`src/rtl/motor_cmd_sequencer_if.sv`:
```
// ---------------------------------------------------------------------------------------------
// motor_cmd_sequencer_if
//
// Word-level link between the SSP slave and the motor command sequencer.
//
// Signals:
//   word_received  SSP word-complete level; a rising edge marks a new received word.
//   recvd_data     16-bit word received from the host; stable while word_received is high.
//   word_to_send   16-bit reply word presented to the SSP slave for the next transfer.
//
// Modports:
//   master  SSP side: drives word_received / recvd_data, reads word_to_send.
//   slave   sequencer side: reads word_received / recvd_data, drives word_to_send.
// ---------------------------------------------------------------------------------------------
interface motor_cmd_sequencer_if;

  logic        word_received;
  logic [15:0] recvd_data;
  logic [15:0] word_to_send;

  modport master (
    output word_received,
    output recvd_data,
    input  word_to_send
  );

  modport slave (
    input  word_received,
    input  recvd_data,
    output word_to_send
  );

endinterface

```
`src/rtl/motor_cmd_sequencer.sv`:
```
// ---------------------------------------------------------------------------------------------
// motor_cmd_sequencer
//
// Decodes the two-word SPI command protocol (header word, then data word) arriving from the SSP
// slave and routes each command to one addressed motorCtrlSimple step generator. Holds every
// motor's divider, direction and enable registers, pulses per-motor position resets and latches
// the addressed motor's position for the SSP reply word. A global command watchdog clears all
// step enables when no command has been committed for WDOG_CYCLES clocks.
//
// Word formats:
//   header (bit15=0): [3:0] motor number, [4] direction, [5] position reset, [14:6] ignored
//   data   (bit15=1): [DIV_W-1:0] divider, [13] step enable
//
// Ports:
//   CLK             system clock
//   reset           synchronous, active-high reset
//   ssp             SSP word link (word_received, recvd_data in; word_to_send out)
//   cur_position    flattened positions, motor m at [m*POS_W +: POS_W]
//   divider         flattened dividers, motor m at [m*DIV_W +: DIV_W]
//   move_dir        direction per motor
//   step_clock_ena  step enable per motor
//   pos_reset       one-cycle position-reset pulse per motor
//   cmd_error       sticky protocol-error flag, cleared by the next valid header
//   wdog_trip       sticky watchdog-expired flag, cleared by the next commit
//
// All outputs are registered; every accepted word takes effect one CLK after acceptance.
// ---------------------------------------------------------------------------------------------
module motor_cmd_sequencer #(
  parameter int unsigned NUM_MOTORS  = 7,
  parameter int unsigned DIV_W       = 13,
  parameter int unsigned POS_W       = 20,
  parameter int unsigned WDOG_CYCLES = 1000000
) (
  input  logic                          CLK,
  input  logic                          reset,
  motor_cmd_sequencer_if.slave          ssp,
  input  logic [NUM_MOTORS*POS_W-1:0]   cur_position,
  output logic [NUM_MOTORS*DIV_W-1:0]   divider,
  output logic [NUM_MOTORS-1:0]         move_dir,
  output logic [NUM_MOTORS-1:0]         step_clock_ena,
  output logic [NUM_MOTORS-1:0]         pos_reset,
  output logic                          cmd_error,
  output logic                          wdog_trip
);

  // A zero-cycle watchdog is disabled; keep a one-bit counter so the logic stays well formed.
  localparam int unsigned WDOG_W = (WDOG_CYCLES > 0) ? $clog2(WDOG_CYCLES + 1) : 1;
  localparam logic [WDOG_W-1:0] WdogLoad = WDOG_W'(WDOG_CYCLES);
  localparam logic [WDOG_W-1:0] WdogOne  = WDOG_W'(1);
  localparam bit WdogEnabled = (WDOG_CYCLES > 0);

  localparam logic [0:0] StIdle = 1'b0;
  localparam logic [0:0] StHdr  = 1'b1;

  // ---------------------------------------------------------------------------------------------
  // State
  // ---------------------------------------------------------------------------------------------
  logic                        wr_q;
  logic [0:0]                  state_q, state_d;
  logic [3:0]                  hdr_m_q, hdr_m_d;
  logic                        hdr_dir_q, hdr_dir_d;
  logic [NUM_MOTORS*DIV_W-1:0] divider_q, divider_d;
  logic [NUM_MOTORS-1:0]       move_dir_q, move_dir_d;
  logic [NUM_MOTORS-1:0]       ena_q, ena_d;
  logic [NUM_MOTORS-1:0]       pos_reset_q, pos_reset_d;
  logic [15:0]                 reply_q, reply_d;
  logic                        cmd_error_q, cmd_error_d;
  logic                        wdog_trip_q, wdog_trip_d;
  logic [WDOG_W-1:0]           wdog_cnt_q, wdog_cnt_d;

  // ---------------------------------------------------------------------------------------------
  // Word decode
  // ---------------------------------------------------------------------------------------------
  logic             accept;
  logic             is_data;
  logic [3:0]       w_m;
  logic             w_dir;
  logic             w_prst;
  logic [DIV_W-1:0] w_div;
  logic             w_ena;
  logic             m_ok;
  logic             hdr_ok;
  logic             hdr_bad;
  logic             commit;
  logic             data_bad;
  logic             expire;
  logic [15:0]      reply_sel;

  // Only the first sampled-high cycle of word_received counts, so a held level is one word.
  assign accept  = ssp.word_received & ~wr_q;
  assign is_data = ssp.recvd_data[15];
  assign w_m     = ssp.recvd_data[3:0];
  assign w_dir   = ssp.recvd_data[4];
  assign w_prst  = ssp.recvd_data[5];
  assign w_div   = ssp.recvd_data[DIV_W-1:0];
  assign w_ena   = ssp.recvd_data[13];
  assign m_ok    = (32'(w_m) < NUM_MOTORS);

  assign hdr_ok   = accept & ~is_data & m_ok;
  assign hdr_bad  = accept & ~is_data & ~m_ok;
  assign commit   = accept & is_data & (state_q == StHdr);
  assign data_bad = accept & is_data & (state_q == StIdle);

  // Expiry is the edge where the counter steps from 1 to 0; a commit on that edge takes priority.
  assign expire = WdogEnabled && (wdog_cnt_q == WdogOne) && !commit;

  // Upper 16 position bits of the motor named in the incoming header.
  always_comb begin
    reply_sel = '0;
    for (int i = 0; i < NUM_MOTORS; i++) begin
      if (w_m == 4'(i)) begin
        reply_sel = cur_position[i*POS_W + POS_W - 1 -: 16];
      end
    end
  end

  // ---------------------------------------------------------------------------------------------
  // Next state
  // ---------------------------------------------------------------------------------------------
  always_comb begin
    state_d     = state_q;
    hdr_m_d     = hdr_m_q;
    hdr_dir_d   = hdr_dir_q;
    divider_d   = divider_q;
    move_dir_d  = move_dir_q;
    ena_d       = ena_q;
    pos_reset_d = '0;
    reply_d     = reply_q;
    cmd_error_d = cmd_error_q;
    wdog_trip_d = wdog_trip_q;
    wdog_cnt_d  = (wdog_cnt_q != '0) ? (wdog_cnt_q - WdogOne) : wdog_cnt_q;

    if (hdr_ok) begin
      // A header in StHdr simply replaces the pending one.
      state_d     = StHdr;
      hdr_m_d     = w_m;
      hdr_dir_d   = w_dir;
      reply_d     = reply_sel;
      cmd_error_d = 1'b0;
      for (int i = 0; i < NUM_MOTORS; i++) begin
        if (w_m == 4'(i)) begin
          pos_reset_d[i] = w_prst;
        end
      end
    end else if (hdr_bad) begin
      state_d     = StIdle;
      cmd_error_d = 1'b1;
    end else if (commit) begin
      state_d     = StIdle;
      wdog_cnt_d  = WdogLoad;
      wdog_trip_d = 1'b0;
      for (int i = 0; i < NUM_MOTORS; i++) begin
        if (hdr_m_q == 4'(i)) begin
          divider_d[i*DIV_W +: DIV_W] = w_div;
          move_dir_d[i]               = hdr_dir_q;
          ena_d[i]                    = w_ena;
        end
      end
    end else if (data_bad) begin
      cmd_error_d = 1'b1;
    end

    // Dividers and directions survive a trip so the host can simply re-enable.
    if (expire) begin
      ena_d       = '0;
      wdog_trip_d = 1'b1;
    end
  end

  // ---------------------------------------------------------------------------------------------
  // Registers
  // ---------------------------------------------------------------------------------------------
  always_ff @(posedge CLK) begin
    if (reset) begin
      wr_q        <= 1'b0;
      state_q     <= StIdle;
      hdr_m_q     <= '0;
      hdr_dir_q   <= 1'b0;
      divider_q   <= '0;
      move_dir_q  <= '0;
      ena_q       <= '0;
      pos_reset_q <= '0;
      reply_q     <= '0;
      cmd_error_q <= 1'b0;
      wdog_trip_q <= 1'b0;
      wdog_cnt_q  <= WdogLoad;
    end else begin
      wr_q        <= ssp.word_received;
      state_q     <= state_d;
      hdr_m_q     <= hdr_m_d;
      hdr_dir_q   <= hdr_dir_d;
      divider_q   <= divider_d;
      move_dir_q  <= move_dir_d;
      ena_q       <= ena_d;
      pos_reset_q <= pos_reset_d;
      reply_q     <= reply_d;
      cmd_error_q <= cmd_error_d;
      wdog_trip_q <= wdog_trip_d;
      wdog_cnt_q  <= wdog_cnt_d;
    end
  end

  // ---------------------------------------------------------------------------------------------
  // Outputs
  // ---------------------------------------------------------------------------------------------
  assign divider          = divider_q;
  assign move_dir         = move_dir_q;
  assign step_clock_ena   = ena_q;
  assign pos_reset        = pos_reset_q;
  assign ssp.word_to_send = reply_q;
  assign cmd_error        = cmd_error_q;
  assign wdog_trip        = wdog_trip_q;

  // Ignored header bits and the low position bits never reach the reply word.
  logic unused_inputs;
  assign unused_inputs = ^{ssp.recvd_data, cur_position};

endmodule

```
`src/flat_wrapper.sv`:
```
// flat-port wrapper written by rule: the top's interface ports become plain ports
module motor_cmd_sequencer_flat 
#(
  parameter int unsigned NUM_MOTORS  = 7,
  parameter int unsigned DIV_W       = 13,
  parameter int unsigned POS_W       = 20,
  parameter int unsigned WDOG_CYCLES = 1000000
)
  (CLK, reset, cur_position, divider, move_dir, step_clock_ena, pos_reset, cmd_error, wdog_trip, ssp_word_received, ssp_recvd_data, ssp_word_to_send);
  motor_cmd_sequencer_if ssp_i ();
  input  logic CLK;
  input  logic reset;
  input  logic [NUM_MOTORS*POS_W-1:0] cur_position;
  output logic [NUM_MOTORS*DIV_W-1:0] divider;
  output logic [NUM_MOTORS-1:0] move_dir;
  output logic [NUM_MOTORS-1:0] step_clock_ena;
  output logic [NUM_MOTORS-1:0] pos_reset;
  output logic cmd_error;
  output logic wdog_trip;
  input wire logic [$bits(ssp_i.word_received)-1:0] ssp_word_received;
  input wire logic [$bits(ssp_i.recvd_data)-1:0] ssp_recvd_data;
  output wire logic [$bits(ssp_i.word_to_send)-1:0] ssp_word_to_send;
  assign ssp_i.word_received = ssp_word_received;
  assign ssp_i.recvd_data = ssp_recvd_data;
  assign ssp_word_to_send = ssp_i.word_to_send;
  motor_cmd_sequencer #(.NUM_MOTORS(NUM_MOTORS), .DIV_W(DIV_W), .POS_W(POS_W), .WDOG_CYCLES(WDOG_CYCLES)) u_core (.CLK(CLK), .reset(reset), .ssp(ssp_i), .cur_position(cur_position), .divider(divider), .move_dir(move_dir), .step_clock_ena(step_clock_ena), .pos_reset(pos_reset), .cmd_error(cmd_error), .wdog_trip(wdog_trip));
endmodule
```
`config.mk`:
```
export PLATFORM = sky130hd
export DESIGN_NAME = motor_cmd_sequencer_flat
export DESIGN_NICKNAME = d
export VERILOG_FILES = /design/src/rtl/motor_cmd_sequencer_if.sv /design/src/rtl/motor_cmd_sequencer.sv /design/src/flat_wrapper.sv
export SDC_FILE = /design/constraint.sdc
export NUM_CORES = 1
export LEC_CHECK = 0
export CAP_MARGIN = 5
export CORE_MARGIN = 2
export CORE_UTILIZATION = 47
export DETAILED_ROUTE_END_ITERATION = 10
export PLACE_DENSITY = 0.89
export SYNTH_ARGS = -nofsm -noshare
export SYNTH_HDL_FRONTEND = slang
export SYNTH_SLANG_ARGS = --single-unit
```
`constraint.sdc`:
```
create_clock -name CLK -period 5.6 [get_ports CLK]
set_input_delay 1.4 -clock CLK [delete_from_list [all_inputs] [get_ports CLK]]
set_output_delay 1.4 -clock CLK [all_outputs]
set_load 0.01 [all_outputs]
```
==> impl_metrics.yaml, run 1 <==
setup_path:
  crit_path_start: "ssp_recvd_data[3]"
  cp_top_family: "simple AND/OR/NAND/NOR gates"
  cp_max_fo: 39
  cp_num_buf_inv: 1
  critical_path_class: "in2reg"
  cpPeakStageDelay_ps: 1220
  r2r-start: "u_core.state_q"
  critPathArrivalTime_ps: 4230
  cpMaxStageDelayCell: "or4_1"
  cp_cell_sequence: "clkdlybuf4s50_1 -> or4_1 -> or3_1 -> a31oi_1"
  worstSetupStartpointType: "input port"
  worstPathRequired_ps: 5950
  cp-end-kind: "flop"
sta:
  max_slew_margin: 0.2285
  worstMarginPinSlew_ps: 1157
  tns_ps: 0
  setup-violations-final: 0
  whs_ps: 471.0
  max_freq_ghz: 0.2574
  finalCriticalPeriod_ps: 3886
  final_hold_viol_count: 0
  rsz0062_at_grt: "false"
  finalCritPeriodShare: 0.6939
  maxSlewViolCount: 0
  fin_skew_ps: 8.956
final_layout:
  drive_gt1_frac: 0.05734
  area_growth_pct: 44.88
  final_cell_mix: "clkdlybuf4s50_1, dfxtp_1, mux2i_1"
  fin_nets: 1178
  diodes: 0
  fin_util: 0.6935
  fillers: 1119
  final_common_cell: "clkdlybuf4s50_1"
logic_synthesis:
  yosysWarnings: 0
  netlist_area_sq_um: 7223
  syn_area_per_cell_sq_um: 9.063
  ys_types: 49
  synth_area_leader_cell: "dfxtp_1"
  seq_area_frac_synth: 0.4351
  synth_edf_count: 0
  ys_seq_elements: 157
  netlist_top_cells_area: "dfxtp_1, mux2i_1, nor2_1, clkbuf_1, or3_1"
  async_flop_share: 0
  yosys.area.top_type_share: 0.4351
  ys.flop_type: "dfxtp_1"
  synth_cells: 797
  synth_nets: 959
global_routing:
  grt-ovfl-total: 0
  grt_max_degree: 74
  grt_use_total: 0.2944
  first_global_vias: 6857
  grt_pass1_wl_mm: 37.32
  antenna_found_initial: 0
placement:
  dp_hpwl_mm: 16.86
  numPortBuffers: 259
  globalplace.congestion: 0.9290
route:
  top_layer: "met4"
  drt_iter0_markers: 366
  first_pass_iters: 7
  drtAntennaViolNets: 0
  avgViaCountPerCell: 5.789
  vias: 7045
  wl_met2_mm: 11.62
  met3_wirelength_mm: 2.438
  totalWireLength_mm: 24.54
  drc: 0
  met1_length_mm: 9.602
  routedWlPerCell_um: 20.16
floorplan:
  die-area_sq_um: 16380
  rows: 45
  initial_core_util: 0.4787
  coreArea_sq_um: 15090
  die_x_um: 128.0
  die-height_um: 128.0
  ios: 289
clocking:
  cts.repair.resized: 0
  worstSkewPairLatency_ps: 430
  cts_hold_buf: 0
  htree_num_levels: 4
  cts-buffers-inserted: 17
  cts_setup_buffers: 0
  cts_root_buf: "clkbuf_16"
  clk_pin_slew_ps: 60
  clk_path_buf_depth: 2
  cts_tree: "yes"
  cts.sinks: 157
outcome:
  outcome: "finished clean"
pwr:
  peakVddDrop_mv: 0.2685
  leakagePower_nw: 3.927
  power.density_nw_per_um2: 244.4
job:
  max_cap_viol_count: 0
worst_hold_path:
  min_path_type: "reg2reg"
  hold_start: "u_core.wdog_trip"
==> cells in the mapped netlist (3+ instances only) <==
master,instances
nand3_1,6
nor3b_1,5
nor2_1,112
a211oi_1,4
clkbuf_1,54
nor3_1,16
dfxtp_1,157
nand2b_1,21
inv_1,21
ha_1,3
o21ai_0,20
nand2_1,36
o2bb2ai_1,16
nand3b_1,17
a21oi_1,31
nor2b_1,3
or4_1,7
mux2i_1,128
a31oi_1,17
o2111ai_1,16
a22oi_1,16
nor4_1,7
o31ai_1,4
or3_1,30
and3_1,4
buf_2,13
and4_1,4
==> routing by layer <==
metal	global-route usage	up-vias
met2	0.4961	345
met4	0.1189	0
met1	0.3413	3345
li1	-	3293
met3	0.1056	62
met5	0	-
==> where the power goes <==
part | switching, W | leakage, nW | total (W) | internal [W]
clock | 0.000505 | 0.290 | 0.00113 | 0.000628
combinational | 0.000134 | 2.37 | 0.000274 | 0.000140
sequential | 0.0000180 | 1.27 | 0.00115 | 0.00113
==> per-stage QoR <==
step	setup WS [ps]	power, W	area, sq um	cells
3_5_place_dp	1270	0.001446	9872	1184
4_1_cts	1716	0.002566	10450	1216
6_report	1714	0.002558	10470	1217
2_1_floorplan	2733	0.001298	7223	797
3_3_place_gp	1320	0.001441	9872	1184
5_1_grt	1558	0.002641	10470	1217
==> state kept, by name, summed over array words and instances (netlist names) <==
register                 count
u_core.cmd_error             1
u_core.divider              91
u_core.hdr_dir_q             1
u_core.hdr_m_q               4
u_core.move_dir              7
u_core.pos_reset             7
u_core.ssp.word_to_send     16
u_core.state_q               1
u_core.step_clock_ena        7
u_core.wdog_cnt_q           20
u_core.wdog_trip             1
u_core.wr_q                  1
==> cell families (layout without fill, tap and decap cells) <==
logic type               after synthesis  in the layout  synth area share
AND/OR/NAND/NOR                      284            284            0.2037
flip-flops                           157            157            0.4351
AO/OA/AOI/OAI                        134            134            0.1278
multiplexers                         128            128            0.1774
buffers and inverters                 91            323           0.05075
adder cells (fa/ha/maj)                3              3          0.005197
==> area by class of cell <==
type | count | area (sq um) | area share
Multi-Input combinational cell | 549 | 3760 | 0.3593
Sequential cell | 157 | 3143 | 0.3003
Timing Repair Buffer | 270 | 2666 | 0.2548
Clock buffer | 17 | 425.4 | 0.04065
Tap cell | 188 | 235.2 | 0.02248
Clock inverter | 15 | 156.4 | 0.01495
Inverter | 21 | 78.83 | 0.007532
==> final timing paths <==
kind | end | depth (start not counted) | slack (ps)
setup / recovery | u_core.ssp.word_to_send[10] | 4 | 1710
hold / removal | u_core.wdog_trip | 1 | 470
setup reg to reg | u_core.divider[43] | 4 | 3050
hold reg to reg | u_core.wdog_trip | 1 | 470
Power figures use the tool's default switching activity.
==> inputs of run 2 (changes only) <==
--- a/config.mk
+++ b/config.mk
@@ -7,9 +7,9 @@
 export LEC_CHECK = 0
 export CAP_MARGIN = 5
 export CORE_MARGIN = 2
-export CORE_UTILIZATION = 47
+export CORE_UTILIZATION = 40
 export DETAILED_ROUTE_END_ITERATION = 10
-export PLACE_DENSITY = 0.89
+export PLACE_DENSITY = 0.81
 export SYNTH_ARGS = -nofsm -noshare
 export SYNTH_HDL_FRONTEND = slang
 export SYNTH_SLANG_ARGS = --single-unit
==> constraint.sdc (replaced) <==
create_clock -name CLK -period 3.49 [get_ports CLK]
set_input_delay 0.8725 -clock CLK [delete_from_list [all_inputs] [get_ports CLK]]
set_output_delay 0.8725 -clock CLK [all_outputs]
set_load 0.01 [all_outputs]
==> run 2 against run 1 <==
Clock power grew 59%; utilization is 9.6 points lower; total power rose by 60%; final cell count rose by 5.1%; critical path depth up 2; hold slack lost 3.2 ps; clock skew up 9.5 ps; non-clock buffer count increased by 22; critical path type unchanged.
==> impl_metrics.yaml, run 2 (synthesis results as in run 1) <==
floorplan:
  rows: 49
  initial_core_util: 0.4049
  die_x_um: 138.4
  coreArea_sq_um: 17840
  ios: 289
  die-height_um: 138.4
  die-area_sq_um: 19150
sta:
  fin_skew_ps: 18.43
  max_freq_ghz: 0.3740
  final_hold_viol_count: 0
  finalCriticalPeriod_ps: 2674
  rsz0062_at_grt: "false"
  max_slew_margin: 0.4955
  setup-violations-final: 0
  finalCritPeriodShare: 0.7661
  worstMarginPinSlew_ps: 756.7
  maxSlewViolCount: 0
  tns_ps: 0
setup_path:
  cpPeakStageDelay_ps: 500
  cp-endpoint: "u_core.ssp.word_to_send[13]"
  critical_path_class: "in2reg"
  r2r-start: "u_core.wdog_cnt_q[0]"
  crit_path_start: "ssp_recvd_data[2]"
  cp_cell_sequence: "clkdlybuf4s50_1 -> buf_4 -> buf_4 -> nand2b_1 -> or3_1 -> a31oi_1"
  r2r_cells: 6
  r2r-end: "u_core.wdog_cnt_q[6]"
  cp-end-kind: "flop"
  worstPathRequired_ps: 3830
  worstSetupStartpointType: "input port"
  cp_max_fo: 19
  critPathArrivalTime_ps: 3010
  path_common_cell: "buf_4"
  cpMaxStageDelayCell: "or3_1"
  r2r_slack_ps: 1300
route:
  vias: 6955
  totalWireLength_mm: 24.06
  drt_iter0_markers: 430
  first_pass_iters: 5
  avgViaCountPerCell: 5.438
  routedWlPerCell_um: 18.81
  drc: 0
  drtAntennaViolNets: 0
clocking:
  htree_num_levels: 4
  cts_tree: "yes"
  clk_pin_slew_ps: 70
  worstSkewPairLatency_ps: 430
  cts_setup_buffers: 0
  cts-buffers-inserted: 17
  cts_root_buf: "clkbuf_16"
  clk_path_buf_depth: 2
  cts_hold_buf: 0
  cts.sinks: 157
  cts.repair.resized: 0
final_layout:
  largest_reg_flops: 91
  finalNonFillerCells: 1279
  area_growth_pct: 47.65
  final_common_cell: "clkdlybuf4s50_1"
  fin_nets: 1200
  diodes: 0
  fillers: 1561
  final_cell_mix: "clkdlybuf4s50_1, dfxtp_1, mux2i_1"
  drive_gt1_frac: 0.07619
  fin_util: 0.5978
global_routing:
  antenna_found_initial: 0
  grt_pass1_wl_mm: 37.40
  grt_use_total: 0.2441
  grt_max_degree: 61
  first_global_vias: 6819
  grt-ovfl-total: 0
pwr:
  peakVddDrop_mv: 0.3585
  power.density_nw_per_um2: 383.7
  leakagePower_nw: 4.021
worst_hold_path:
  hold_start: "u_core.wdog_trip"
  min_path_type: "reg2reg"
placement:
  dp.cells: 1248
  dp_hpwl_mm: 17.32
  globalplace.congestion: 0.8606
  numPortBuffers: 259
job:
  max_cap_viol_count: 0
outcome:
  outcome: "finished clean"
[run 2: cell count changes in the layout (fill, tap and decap cells not counted), sizes merged]
| cell | previous run | this run |
|---|---|---|
| buf | 14 | 36 |
| clkbuf | 17 | 18 |
| clkinv | 8 | 4 |
| clkinvlp | 0 | 2 |
[run 2: critical path, delay by kind of cell]
| family | cells | cell delay [ps] |
|---|---|---|
| AO/OA/AOI/OAI | 1 | 200 |
| AND/OR/NAND/NOR | 2 | 950 |
| buffers and inverters | 3 | 990 |
[run 2: power breakdown]
part	internal [W]	total (W)	switching, W
Sequential	0.00182	0.00185	0.0000280
Clock	0.00101	0.00180	0.000782
Combinational	0.000233	0.000450	0.000217
Total	0.00307	0.00409	0.00103
[run 2: final cells by class]
| type | count | area, sq um | share of cell area |
|---|---|---|---|
| Multi-Input combinational cell | 549 | 3760 | 0.3525 |
| Timing Repair Buffer | 292 | 2828 | 0.2651 |
| Clock buffer | 18 | 439.2 | 0.04118 |
| Sequential cell | 157 | 3143 | 0.2947 |
| Tap cell | 229 | 286.5 | 0.02687 |
| Inverter | 21 | 78.83 | 0.007391 |
| Clock inverter | 13 | 130.1 | 0.01220 |
[run 2: how the worst min path moves through the flow]
stage | to | slack (ps) | depth (start not counted)
floorplan | u_core.wdog_cnt_q[18] | 450 | 2
global placement | u_core.wdog_trip | 450 | 1
detailed placement | u_core.wdog_trip | 460 | 1
CTS | u_core.wdog_trip | 470 | 1
global route | u_core.wdog_trip | 500 | 1
finish | u_core.wdog_trip | 470 | 1
[run 2: metrics by stage]
stage,cell area (sq um),power (W),hold WS (ps),setup WS (ps)
5_1_grt,10670,0.004241,504.1,639.3
3_3_place_gp,10100,0.002323,449.8,449.2
6_report,10670,0.004092,467.8,816.3
4_1_cts,10670,0.004135,471.5,809.8
2_1_floorplan,7223,0.002083,446.1,1151
3_5_place_dp,10100,0.002334,457.3,360.5
[run 2: metal layers]
metal / share of wire / wire [um] / global-route usage / up-vias
li1: - / - / - / 3333
met1: 0.40 / 9675 / 0.2860 / 3282
met2: 0.48 / 11520 / 0.4078 / 300
met3: 0.095 / 2294 / 0.09214 / 40
met4: 0.024 / 572 / 0.09130 / 0
met5: 0 / 0 / 0 / -
